## config.mk

```make
export PLATFORM = sky130hd
export DESIGN_NAME = hs_fifo
export DESIGN_NICKNAME = d
export VERILOG_FILES = /design/src/rtl/hs_fifo.sv
export SDC_FILE = /design/constraint.sdc
export NUM_CORES = 1
export LEC_CHECK = 0
export CORE_ASPECT_RATIO = 2
export CORE_MARGIN = 2
export CORE_UTILIZATION = 35
export DETAILED_ROUTE_END_ITERATION = 7
export PLACE_DENSITY_LB_ADDON = 0.08
export SLEW_MARGIN = 40
export SYNTH_ARGS = -nofsm -noshare
export SYNTH_HDL_FRONTEND = slang
export SYNTH_SLANG_ARGS = --single-unit
```

## constraint.sdc

```tcl
create_clock -name clk -period 5.2 [get_ports clk]
set_input_delay 1.04 -clock clk [delete_from_list [all_inputs] [get_ports clk]]
set_output_delay 1.04 -clock clk [all_outputs]
set_load 0.05 [all_outputs]
```

## src/rtl/hs_fifo.sv

```systemverilog
// hs_fifo: DEPTH-entry valid/ready FIFO with occupancy count and synchronous flush.
// Build option HS_FIFO_PASS_EN: a full FIFO also accepts a push in a cycle where the head
// is popped, which adds a combinational ready_out -> ready_in path. Without the macro,
// ready_in is decoded from registers only.
module hs_fifo #(
    parameter int unsigned DATA_WD = 32,
    parameter int unsigned DEPTH   = 4,
    parameter int unsigned CNT_WD  = $clog2(DEPTH + 1)
) (
    input  logic               clk,
    input  logic               rst,
    input  logic               flush,
    input  logic               valid_in,
    input  logic [DATA_WD-1:0] data_in,
    output logic               ready_in,
    output logic               valid_out,
    output logic [DATA_WD-1:0] data_out,
    input  logic               ready_out,
    output logic [CNT_WD-1:0]  count
);

    localparam int unsigned       PTR_WD   = (DEPTH > 1) ? $clog2(DEPTH) : 1;
    localparam logic [PTR_WD-1:0] PTR_LAST = PTR_WD'(DEPTH - 1);
    localparam logic [CNT_WD-1:0] CNT_FULL = CNT_WD'(DEPTH);

    logic [DATA_WD-1:0] mem_q [DEPTH];
    logic [DATA_WD-1:0] mem_d [DEPTH];
    logic [PTR_WD-1:0]  wr_ptr_q, wr_ptr_d;
    logic [PTR_WD-1:0]  rd_ptr_q, rd_ptr_d;
    logic [CNT_WD-1:0]  count_q, count_d;
    logic               fire_in, fire_out;

    // Handshake decode and head-of-queue outputs, straight from the registers.
    always_comb begin
`ifdef HS_FIFO_PASS_EN
        ready_in = (count_q != CNT_FULL) | ready_out;
`else
        ready_in = (count_q != CNT_FULL);
`endif
        valid_out = (count_q != '0);
        data_out  = mem_q[rd_ptr_q];
        count     = count_q;
        fire_in   = valid_in & ready_in;
        fire_out  = valid_out & ready_out;
    end

    // Next-state: write at wr_ptr, advance pointers with wrap, track occupancy; flush wins.
    always_comb begin
        mem_d    = mem_q;
        wr_ptr_d = wr_ptr_q;
        rd_ptr_d = rd_ptr_q;
        count_d  = count_q;

        if (flush) begin
            wr_ptr_d = '0;
            rd_ptr_d = '0;
            count_d  = '0;
        end else begin
            if (fire_in) begin
                mem_d[wr_ptr_q] = data_in;
                wr_ptr_d        = (wr_ptr_q == PTR_LAST) ? '0 : wr_ptr_q + PTR_WD'(1);
            end
            if (fire_out) begin
                rd_ptr_d = (rd_ptr_q == PTR_LAST) ? '0 : rd_ptr_q + PTR_WD'(1);
            end
            if (fire_in && !fire_out) begin
                count_d = count_q + CNT_WD'(1);
            end else if (!fire_in && fire_out) begin
                count_d = count_q - CNT_WD'(1);
            end
        end
    end

    // State registers; reset drops every entry at once and clears storage.
    always_ff @(posedge clk or posedge rst) begin
        if (rst) begin
            for (int i = 0; i < int'(DEPTH); i++) begin
                mem_q[i] <= '0;
            end
            wr_ptr_q <= '0;
            rd_ptr_q <= '0;
            count_q  <= '0;
        end else begin
            mem_q    <= mem_d;
            wr_ptr_q <= wr_ptr_d;
            rd_ptr_q <= rd_ptr_d;
            count_q  <= count_d;
        end
    end

endmodule

```

==> results.md <==
- Final worst setup slack: 1.34 ns
- Worst Path Required: between 4 and 5 ns
- Initial core utilization: roughly a third
- Final Critical Period: 3.86 ns
- Global-route usage over all layers: 15.6%
- Crit path buf inv count: 2
- Total DRC errors in the routed layout: 0
- Hold Path Class: reg2reg
- Register area share after synthesis: 54.4%
- Synth warn: 0
- Post-DR wirelength/cell: 20.3 um
- CP arrival: 2.82 ns
- Status: completed
- CTS tree: done
- Max clock buf depth: 2
- Hold_buf cts: 0
- Clock transition at path regs: ~0.06 ns
- WL final: 13.6 mm
- Power Density: 657 nW/um^2
- Setup WS pre-CTS: 1.71 ns
- Max FO, Critical Path: 24
- First-pass GRT wire length: around 23 mm
- Slew headroom: a little under half
- Total negative slack: 0 ns
- Initial antenna violation count: 0
- Syn Std Cell Area: 6210 sq um
- Area share of the largest cell type after synthesis: 54.4%
- Synth Register Bits: 135
- EDFF count, synth: 0
- CTS root buf: clkbuf_16
- Die area: about 19,000 sq um
- Final Setup Violations: 0
- Htree depth: 4
- Nets: 487
- Row cnt: 69
- Antenna viol nets, final: 0
- Worst setup EP type: primary output
- First DRT Iteration DRCs: 93
- Post-cts resize count: 0
- Leak Pwr: approximately 3.3 nW
- CORE AREA: about 18,000 sq um
- Sink Count: 135
- Synth Flop Type: dfrtp_1
- Period Utilization, post-route: between 70 and 80%
- RePlAce Congestion: about 0.76
- DR pass1 iterations: 4
- Distinct cells, synth: 34
- F_max: 0.259 GHz
- Syn nets: 414
- Clk_lat worst skew: 0.41 ns
- Post-DP HPWL: approximately 8.6 mm
- DR vias/cell: 5.21
- Max stage delay on crit path: 0.74 ns
- Max-cap violations: 0
- P&R area growth vs syn: 24.8%
- Synth Instances: 371
- Grt ovf: 0
- Crit path cell chain: buf_4, mux4_2, clkdlybuf4s50_1
- Setup CP Type: reg2out
- Worst slew pin tran: 0.792 ns
- Post-CTS setup buffers: 0
- Skew final: 0.00529 ns
- Unrepaired setup endpoints after global routing: no
- Dominant cell type by area after synthesis: dfrtp_1
- Top delay family on crit path: buffers and inverters
- CTS Buf Count: 17
- Io pins: 74
- Port-buffer cells: 73
- Vias: 3,478
- Max-slew violations: 0
- Largest net degree at the start of global routing: 108
- Ratio of cells with drive above 1 in the final layout: 46.2%
- Worst VDD drop: 0.000244 V
- Vias in the first global route: 4,065
- Hold Fails Final Rpt: 0
- CP Launch Type: register
- Slowest cell on crit path: dfrtp_4
- # fillers: 1,624
- Area contributors post-synth: dfrtp_1 54%, mux2_2 18%, mux4_2 12%
- Syn_area_per_cell: 16.7 sq um
- Die span in x: 98.2 um
- Ys async rst share: 100%
- DIE HEIGHT: around 190 um
- Ant. Diodes: 0
==> routing by layer <==
layer  vias up  global-route usage (%)  part of all wire [%]
li1       1521                       -                     -
met1      1864                    18.6                    41
met2        80                    27.4                    53
met3        13                    3.80                   3.8
met4         0                    5.90                   1.4
met5         -                       0                     0
==> worst register-to-register path, cell delays in order, from the launching register on <==
cell and delay (ns):
dfrtp_1 0.49, nor3b_4 0.28, inv_2 0.14, and3_2 0.23, fa_1 0.41, and3b_1 0.23, a311oi_1 0.28, a211oi_1 0.08
==> cell usage after synthesis (2+ instances only) <==
cell type,n
dfrtp_1,135
buf_4,10
inv_1,7
clkbuf_1,4
nand3_1,5
buf_12,3
mux4_2,32
nor2_1,8
mux2_4,30
a21oi_1,3
mux2_2,100
o21ai_0,3
ha_1,5
buf_2,5
mux2i_1,2
==> worst paths after layout <==
path                                    startpoint                      end  slack, ns  cells after the start
hold reg to reg              mem_q[62]$_DFFE_PP0P_    mem_q[62]$_DFFE_PP0P_       0.50                      1
hold / removal               mem_q[62]$_DFFE_PP0P_    mem_q[62]$_DFFE_PP0P_       0.50                      1
min in group asynchronous                      rst   mem_q[116]$_DFFE_PP0P_       1.11                      2
max in group asynchronous                      rst  rd_ptr_q[0]$_DFFE_PP0P_       3.26                      3
setup / recovery           rd_ptr_q[0]$_DFFE_PP0P_             data_out[26]       1.34                      3
setup reg to reg              count[1]$_DFFE_PP0P_     count[2]$_DFFE_PP0P_       2.94                      7
==> cells in the final DEF, fill, tap and decap left out, types with 2 or more instances in the layout <==
| master | n |
|---|---|
| clkinvlp_4 | 3 |
| mux2_4 | 30 |
| nand3_1 | 2 |
| buf_4 | 5 |
| mux2_2 | 100 |
| clkdlybuf4s50_1 | 73 |
| mux4_2 | 32 |
| o21ai_0 | 3 |
| ha_1 | 5 |
| mux2i_1 | 2 |
| nand3_2 | 3 |
| clkbuf_16 | 17 |
| bufinv_16 | 6 |
| nor2_1 | 8 |
| dfrtp_4 | 2 |
| dfrtp_1 | 133 |
| a21oi_1 | 3 |
| inv_1 | 6 |
==> flip-flops by register name (all words and copies together) (netlist names) <==
signal    count
count         3
mem_q       128
rd_ptr_q      2
wr_ptr_q      2
==> cells by family (layout without fill, tap and decap cells) <==
| family | after synthesis | count (layout) | synth area share (%) |
|---|---|---|---|
| AO/OA/AOI/OAI | 13 | 13 | 1.39 |
| adder cells (fa/ha/maj) | 6 | 6 | 1.33 |
| buffers and inverters | 32 | 116 | 3.56 |
| flip-flops | 135 | 135 | 54.4 |
| multiplexers | 164 | 164 | 37.3 |
| AND/OR/NAND/NOR | 21 | 21 | 2.05 |
==> metrics by stage <==
| stage | instance area (sq um) | util, % | std cells | total power, W | hold WS, ns |
|---|---|---|---|---|---|
| global placement | 7080 | 40.2 | 638 | 0.00369 | 0.482 |
| finish | 7760 | 44.0 | 668 | 0.00510 | 0.501 |
| CTS | 7750 | 44.0 | 668 | 0.00517 | 0.504 |
| floorplan | 6210 | - | 371 | 0.00317 | 0.474 |
| detailed placement | 7090 | 40.2 | 638 | 0.00379 | 0.490 |
| global route | 7760 | 44.0 | 668 | 0.00535 | 0.510 |
==> where the power goes <==
group | internal, W | total [W] | leakage [nW] | switching [W]
clock network | 0.000907 | 0.00136 | 0.314 | 0.000448
registers | 0.00146 | 0.00174 | 1.70 | 0.000278
logic | 0.000967 | 0.00201 | 1.32 | 0.00104
==> layout make-up <==
cell class | instances | area [sq um] | share of cell area (%)
clock buffers | 18 | 439 | 5.66
inverters | 8 | 42.5 | 0.548
multi-input cells | 204 | 2630 | 33.9
clock inverters | 12 | 225 | 2.90
well taps | 213 | 267 | 3.44
flip-flops and latches | 135 | 3390 | 43.7
repair buffers | 78 | 768 | 9.90
(Power assumes the default switching activity.)
